[config.mk]
export PLATFORM = sky130hd
export DESIGN_NAME = keypad_timer_entry_flat
export DESIGN_NICKNAME = d
export VERILOG_FILES = /design/src/rtl/keypad_timer_entry_if.sv /design/src/rtl/keypad_timer_entry.sv /design/src/flat_wrapper.sv
export SDC_FILE = /design/constraint.sdc
export NUM_CORES = 1
export LEC_CHECK = 0
export BUFFER_PORTS_ARGS = -buffer_cell sky130_fd_sc_hd__buf_2
export CAP_MARGIN = 20
export CORE_ASPECT_RATIO = 0.9
export CORE_UTILIZATION = 30
export DETAILED_ROUTE_END_ITERATION = 7
export HOLD_SLACK_MARGIN = 0.15
export PLACE_DENSITY = 0.58
export SYNTH_ARGS = -nofsm -noshare
export SYNTH_HDL_FRONTEND = slang
export SYNTH_SLANG_ARGS = --single-unit
[constraint.sdc]
create_clock -name clock -period 2.77 [get_ports clock]
set_input_delay 0.1385 -clock clock [delete_from_list [all_inputs] [get_ports clock]]
set_output_delay 0.1385 -clock clock [all_outputs]
set_load 0.05 [all_outputs]
[src/rtl/keypad_timer_entry_if.sv]
// Keypad/timer bus between the keypad front-end and its environment.
// slave  : seen by keypad_timer_entry (keypad, mode and clear in; code, entry, strobes out)
// master : seen by whoever drives the keypad and consumes the entry/tick outputs
interface keypad_timer_entry_if #(
  parameter int unsigned DIGITS = 4
);
  logic [9:0]          teclado;
  logic                enablen;
  logic                clear;
  logic [3:0]          D;
  logic [4*DIGITS-1:0] digits;
  logic                loadn;
  logic                key_stb;
  logic                tick;
  logic                pgt_1Hz;

  modport master (
    output teclado, enablen, clear,
    input  D, digits, loadn, key_stb, tick, pgt_1Hz
  );

  modport slave (
    input  teclado, enablen, clear,
    output D, digits, loadn, key_stb, tick, pgt_1Hz
  );
endinterface

[src/rtl/keypad_timer_entry.sv]
// Keypad front-end and count time-base for the microwave timer path.
// Synchronises and priority-encodes a 10-key keypad, debounces it, shifts
// accepted BCD digits into an entry register, and divides the clock into a
// count tick. pgt_1Hz carries key strobes in entry mode, ticks in count mode.
// Ports:
//   clock   - system clock, rising edge
//   reset   - asynchronous active-high reset
//   bus     - keypad_timer_entry_if.slave:
//             teclado (10 keys, async), enablen (0 entry / 1 count), clear,
//             D (last key), digits (entry register, newest in [3:0]),
//             loadn (low while accepted key held), key_stb, tick,
//             pgt_1Hz (combinational mux of tick / key_stb)
module keypad_timer_entry #(
  parameter int unsigned DIGITS   = 4,
  parameter int unsigned DIV      = 100,
  parameter int unsigned DEBOUNCE = 7
) (
  input  logic                        clock,
  input  logic                        reset,
  keypad_timer_entry_if.slave         bus
);

  localparam int unsigned DIG_W = 4 * DIGITS;
  localparam int unsigned CNT_W = $clog2(DEBOUNCE + 1);
  localparam int unsigned DIV_W = $clog2(DIV);

  typedef enum logic [1:0] {IDLE, CHECK, HELD} state_t;

  state_t             state;
  logic [CNT_W-1:0]   cnt;
  logic [3:0]         latched;
  logic [9:0]         sync1;
  logic [9:0]         sync2;
  logic [3:0]         key_code;
  logic               key_any;
  logic [3:0]         last_code;
  logic [DIG_W-1:0]   entry;
  logic               hold_n;
  logic               strobe;
  logic [DIV_W-1:0]   div_cnt;
  logic               tick_r;

  // Two-flop synchroniser for the asynchronous keypad
  always_ff @(posedge clock or posedge reset) begin
    if (reset) begin
      sync1 <= '0;
      sync2 <= '0;
    end else begin
      sync1 <= bus.teclado;
      sync2 <= sync1;
    end
  end

  // Priority encoder: ascending scan so the highest pressed key wins
  always_comb begin
    key_code = 4'd0;
    key_any  = 1'b0;
    for (int k = 0; k < 10; k++) begin
      if (sync2[k]) begin
        key_code = 4'(k);
        key_any  = 1'b1;
      end
    end
  end

  // Debounce FSM with registered outputs; the cast keeps the low DIG_W bits,
  // dropping the oldest digit and working for DIGITS=1 as well
  always_ff @(posedge clock or posedge reset) begin
    if (reset) begin
      state     <= IDLE;
      cnt       <= '0;
      latched   <= '0;
      last_code <= '0;
      entry     <= '0;
      hold_n    <= 1'b1;
      strobe    <= 1'b0;
    end else begin
      strobe <= 1'b0;
      if (bus.enablen) begin
        state  <= IDLE;
        hold_n <= 1'b1;
      end else begin
        case (state)
          IDLE: begin
            if (key_any) begin
              latched <= key_code;
              cnt     <= CNT_W'(1);
              if (DEBOUNCE == 1) begin
                state     <= HELD;
                strobe    <= 1'b1;
                last_code <= key_code;
                entry     <= DIG_W'({entry, key_code});
                hold_n    <= 1'b0;
              end else begin
                state <= CHECK;
              end
            end
          end
          CHECK: begin
            if (!key_any) begin
              state <= IDLE;
            end else if (key_code != latched) begin
              latched <= key_code;
              cnt     <= CNT_W'(1);
            end else if (cnt == CNT_W'(DEBOUNCE - 1)) begin
              state     <= HELD;
              strobe    <= 1'b1;
              last_code <= key_code;
              entry     <= DIG_W'({entry, key_code});
              hold_n    <= 1'b0;
            end else begin
              cnt <= cnt + 1'b1;
            end
          end
          HELD: begin
            if (!key_any) begin
              state  <= IDLE;
              hold_n <= 1'b1;
            end
          end
          default: begin
            state  <= IDLE;
            hold_n <= 1'b1;
          end
        endcase
      end
      // Clear overrides a same-edge shift; D and the strobe still update
      if (bus.clear) begin
        entry <= '0;
      end
    end
  end

  // Count-mode divider, held at zero in entry mode
  always_ff @(posedge clock or posedge reset) begin
    if (reset) begin
      div_cnt <= '0;
      tick_r  <= 1'b0;
    end else if (!bus.enablen) begin
      div_cnt <= '0;
      tick_r  <= 1'b0;
    end else if (div_cnt == DIV_W'(DIV - 1)) begin
      div_cnt <= '0;
      tick_r  <= 1'b1;
    end else begin
      div_cnt <= div_cnt + 1'b1;
      tick_r  <= 1'b0;
    end
  end

  assign bus.D       = last_code;
  assign bus.digits  = entry;
  assign bus.loadn   = hold_n;
  assign bus.key_stb = strobe;
  assign bus.tick    = tick_r;
  assign bus.pgt_1Hz = bus.enablen ? tick_r : strobe;

endmodule

[src/flat_wrapper.sv]
// flat-port wrapper written by rule: the top's interface ports become plain ports
module keypad_timer_entry_flat 
#(
  parameter int unsigned DIGITS   = 4,
  parameter int unsigned DIV      = 100,
  parameter int unsigned DEBOUNCE = 7
)
  (clock, reset, bus_teclado, bus_enablen, bus_clear, bus_D, bus_digits, bus_loadn, bus_key_stb, bus_tick, bus_pgt_1Hz);
  keypad_timer_entry_if #(.DIGITS(DIGITS)) bus_i ();
  input  logic clock;
  input  logic reset;
  input wire logic [$bits(bus_i.teclado)-1:0] bus_teclado;
  input wire logic [$bits(bus_i.enablen)-1:0] bus_enablen;
  input wire logic [$bits(bus_i.clear)-1:0] bus_clear;
  output wire logic [$bits(bus_i.D)-1:0] bus_D;
  output wire logic [$bits(bus_i.digits)-1:0] bus_digits;
  output wire logic [$bits(bus_i.loadn)-1:0] bus_loadn;
  output wire logic [$bits(bus_i.key_stb)-1:0] bus_key_stb;
  output wire logic [$bits(bus_i.tick)-1:0] bus_tick;
  output wire logic [$bits(bus_i.pgt_1Hz)-1:0] bus_pgt_1Hz;
  assign bus_i.teclado = bus_teclado;
  assign bus_i.enablen = bus_enablen;
  assign bus_i.clear = bus_clear;
  assign bus_D = bus_i.D;
  assign bus_digits = bus_i.digits;
  assign bus_loadn = bus_i.loadn;
  assign bus_key_stb = bus_i.key_stb;
  assign bus_tick = bus_i.tick;
  assign bus_pgt_1Hz = bus_i.pgt_1Hz;
  keypad_timer_entry #(.DIGITS(DIGITS), .DIV(DIV), .DEBOUNCE(DEBOUNCE)) u_core (.clock(clock), .reset(reset), .bus(bus_i));
endmodule
==> flow_metrics.tcl <==
set metrics [dict create \
    cp-start-kind "flip-flop" \
    dr.pass1.iters 4 \
    cts_buffer_depth 2 \
    area_growth_pct 26.73 \
    synthAdderAreaFrac_pct 1.551 \
    synthSimpleGateAreaFrac_pct 15.77 \
    cts_buffers 9 \
    wire_per_inst_microns 13.12 \
    synth_top_area_share_pct 59.98 \
    rsz0062_at_grt "false" \
    ir_drop_v 0.0006152 \
    critPathSlowestCell "or3_4" \
    num_rows 30 \
    synth_seq_cells 59 \
    port_buffers 37 \
    crit_fanout 20 \
    htree_levels 3 \
    period_needed_ns 2.258 \
    power_leakage_uw 0.001444 \
    design.portCount 38 \
    ys.flop_type "dfrtp_1" \
    min_path_type "in -> reg" \
    crit_arrival_ns 2.47 \
    maxCapViolCount 0 \
    drc 0 \
    criticalPathCategory "reg -> reg" \
    dp_hpwl_mm 3.212 \
    vias_per_cell 4.698 \
    grt_pass1_vias 1680 \
    endpoint_kind "flip-flop" \
    layout-drive-gt1-share_pct 25.09 \
    antenna_found_initial 0 \
    nets 288 \
    yosysSeqAreaShare_pct 61.07 \
    syn-num-nets 232 \
    layout_common_cells "dfrtp_1, buf_2, nor2_1, a21oi_1, o21ai_0" \
    setup_tns_ns 0 \
    synth_area_leader_cell "dfrtp_1" \
    grt_use_total_pct 12.63 \
    clk_pin_slew_ns 0.07 \
    cts_tree "built" \
    fmax_ghz 0.4428 \
    drtIter0Drc 94 \
    total_power_uw 1949 \
    crit_path_max_incr_delay_ns 0.47 \
    n_antenna_cell 0 \
    hold_violations 0 \
    clk-insertion-delay-late_ns 0.34 \
    netlist_top_cells_area "dfrtp_1, a21oi_1, o21ai_0, nor2_1, nand3_1" \
    finalCritPeriodShare_pct 81.53 \
    yosysWarnings 0 \
    clock-sinks 59 \
    synth_async_sr_flop_share_pct 100.0 \
    fp.dieH_microns 87.20 \
    synth_cell_types 46 \
    cts_root_buf "clkbuf_8" \
    grt_pass1_wl_mm 8.169 \
    fin_cells 371 \
    syn_area_sq_um 2420 \
    powerDensity_nw_per_um2 635.4 \
    start_util_pct 31.60 \
    layout_commonest_cell "dfrtp_1" \
    die_area_sq_um 8430 \
    tightest_slew_ns 0.7170 \
    fp.dieW_microns 96.67 \
    slew_headroom_pct 52.20 \
    grt_max_degree 60 \
    synth_mux_area_share_pct 3.102 \
    fin_worst_skew_ns 0.009523 \
    synth_compound_area_share_pct 13.60 \
    outcome "finished, final reports clean" \
    final_antenna_net_count 0 \
    cts_setup_buffers 0 \
    core_area_sq_um 7657 \
    syn_avg_cell_area_sq_um 11.25 \
    synth_enable_flop_cells 0 \
    finalSetupViolations 0 \
    synthesis.instances 215 \
    slew_viol_final 0 \
    finalWirelength_mm 4.867 \
    dp.cells 344 \
    num-fill-cells 784 \
    synth_xor_area_share_pct 1.810 \
    grt_overflow 0 \
    gp_congestion 0.8104 \
    path_cells "nor4_4 -> o2bb2ai_1 -> mux2i_1 -> or3_4 -> o21ai_4 -> mux2_1" \
    worst_ep_required_time_ns 2.98 \
    synth_top_family_by_area "simple AND/OR/NAND/NOR gates" \
    vias 1743 \
]
[critical path: cells and delay by family (launching register included)]
kind	cells	cell delay, ns
simple gates	2	0.87
mux	2	0.45
flops	1	0.44
compound gates	2	0.39
[cell usage after synthesis, types with 2 or more instances]
| master | n |
|---|---|
| xnor2_1 | 3 |
| nand2b_1 | 4 |
| inv_1 | 7 |
| nor4b_1 | 2 |
| a21oi_1 | 20 |
| or2_2 | 2 |
| clkbuf_1 | 4 |
| and3_1 | 3 |
| o21ai_0 | 19 |
| nand3_1 | 16 |
| dfrtp_1 | 58 |
| a211oi_1 | 3 |
| and2_1 | 2 |
| mux2_1 | 3 |
| nor2_1 | 22 |
| nor3_1 | 2 |
| buf_2 | 3 |
| ha_1 | 3 |
| mux2i_1 | 3 |
| xor2_1 | 2 |
| nand2_1 | 9 |
[final timing paths]
check / start / end / slack (ns) / depth (start not counted)
max in group asynchronous: reset / u_core.bus.digits[2] / 1.75 / 4
min in group asynchronous: reset / u_core.bus.D[3] / 0.57 / 4
max: u_core.sync2[7] / u_core.latched[3] / 0.51 / 6
min reg2reg: u_core.sync1[6] / u_core.sync2[6] / 0.35 / 0
max reg2reg: u_core.sync2[7] / u_core.latched[3] / 0.51 / 6
min: bus_clear / u_core.bus.digits[14] / 0.19 / 2
[flip-flops by register name, indices dropped and copies added, names as in the netlist]
name	flops
u_core.div_cnt	7
u_core.bus.tick	1
u_core.bus.loadn	1
u_core.bus.D	4
u_core.sync1	10
u_core.bus.digits	16
u_core.bus.key_stb	1
u_core.sync2	10
u_core.latched	4
u_core.cnt	3
u_core.state	2
[cells by family after synthesis]
logic type | after synthesis
flip-flops | 59
adder cells (fa/ha/maj) | 3
buffers and inverters | 17
multiplexers | 7
AND/OR/NAND/NOR | 71
AO/OA/AOI/OAI | 53
XOR/XNOR | 5
[area by class of cell]
type | instances | area (sq um) | area share, %
clock inverters | 6 | 105.1 | 3.427
well taps | 96 | 120.1 | 3.917
clock buffers | 9 | 123.9 | 4.039
inverters | 8 | 30.03 | 0.9792
repair buffers | 54 | 342.8 | 11.18
flip-flops and latches | 59 | 1478 | 48.18
multi-input cells | 139 | 867.1 | 28.27
[timing repair]
| item | CTS | global route |
|---|---|---|
| gates resized for setup | 0 | 0 |
| hold endpoints to repair | 70 | 0 |
| hold buffers | 12 | 0 |
[per-stage QoR]
stage	setup slack, ns	area (sq um)	util, %	hold WS [ns]
4_1_cts	0.5090	3067	40.05	0.1581
3_3_place_gp	0.5713	2718	35.49	0.2463
6_report	0.5115	3067	40.05	0.1894
5_1_grt	0.3623	3067	40.05	0.1672
3_5_place_dp	0.5251	2718	35.49	0.2478
2_1_floorplan	0.6657	2420	-	0.1699
[report_power, final]
part	leakage (uW)	total, uW	switching (uW)	internal (uW)
sequential	0.000756	913	22.9	891
combinational	0.000570	129	74.8	53.9
clock	0.000119	906	319	587
[per-layer routing]
metal | up-vias | routed length [microns] | part of all wire [%] | GRT usage [%]
met5 | - | 0 | 0 | 0
met4 | 0 | 85 | 1.7 | 6.106
met3 | 8 | 197 | 4.0 | 4.815
met2 | 33 | 2253 | 46 | 19.33
met1 | 834 | 2331 | 48 | 15.82
li1 | 868 | - | - | -
No activity file was read; power rests on OpenSTA's default activity.
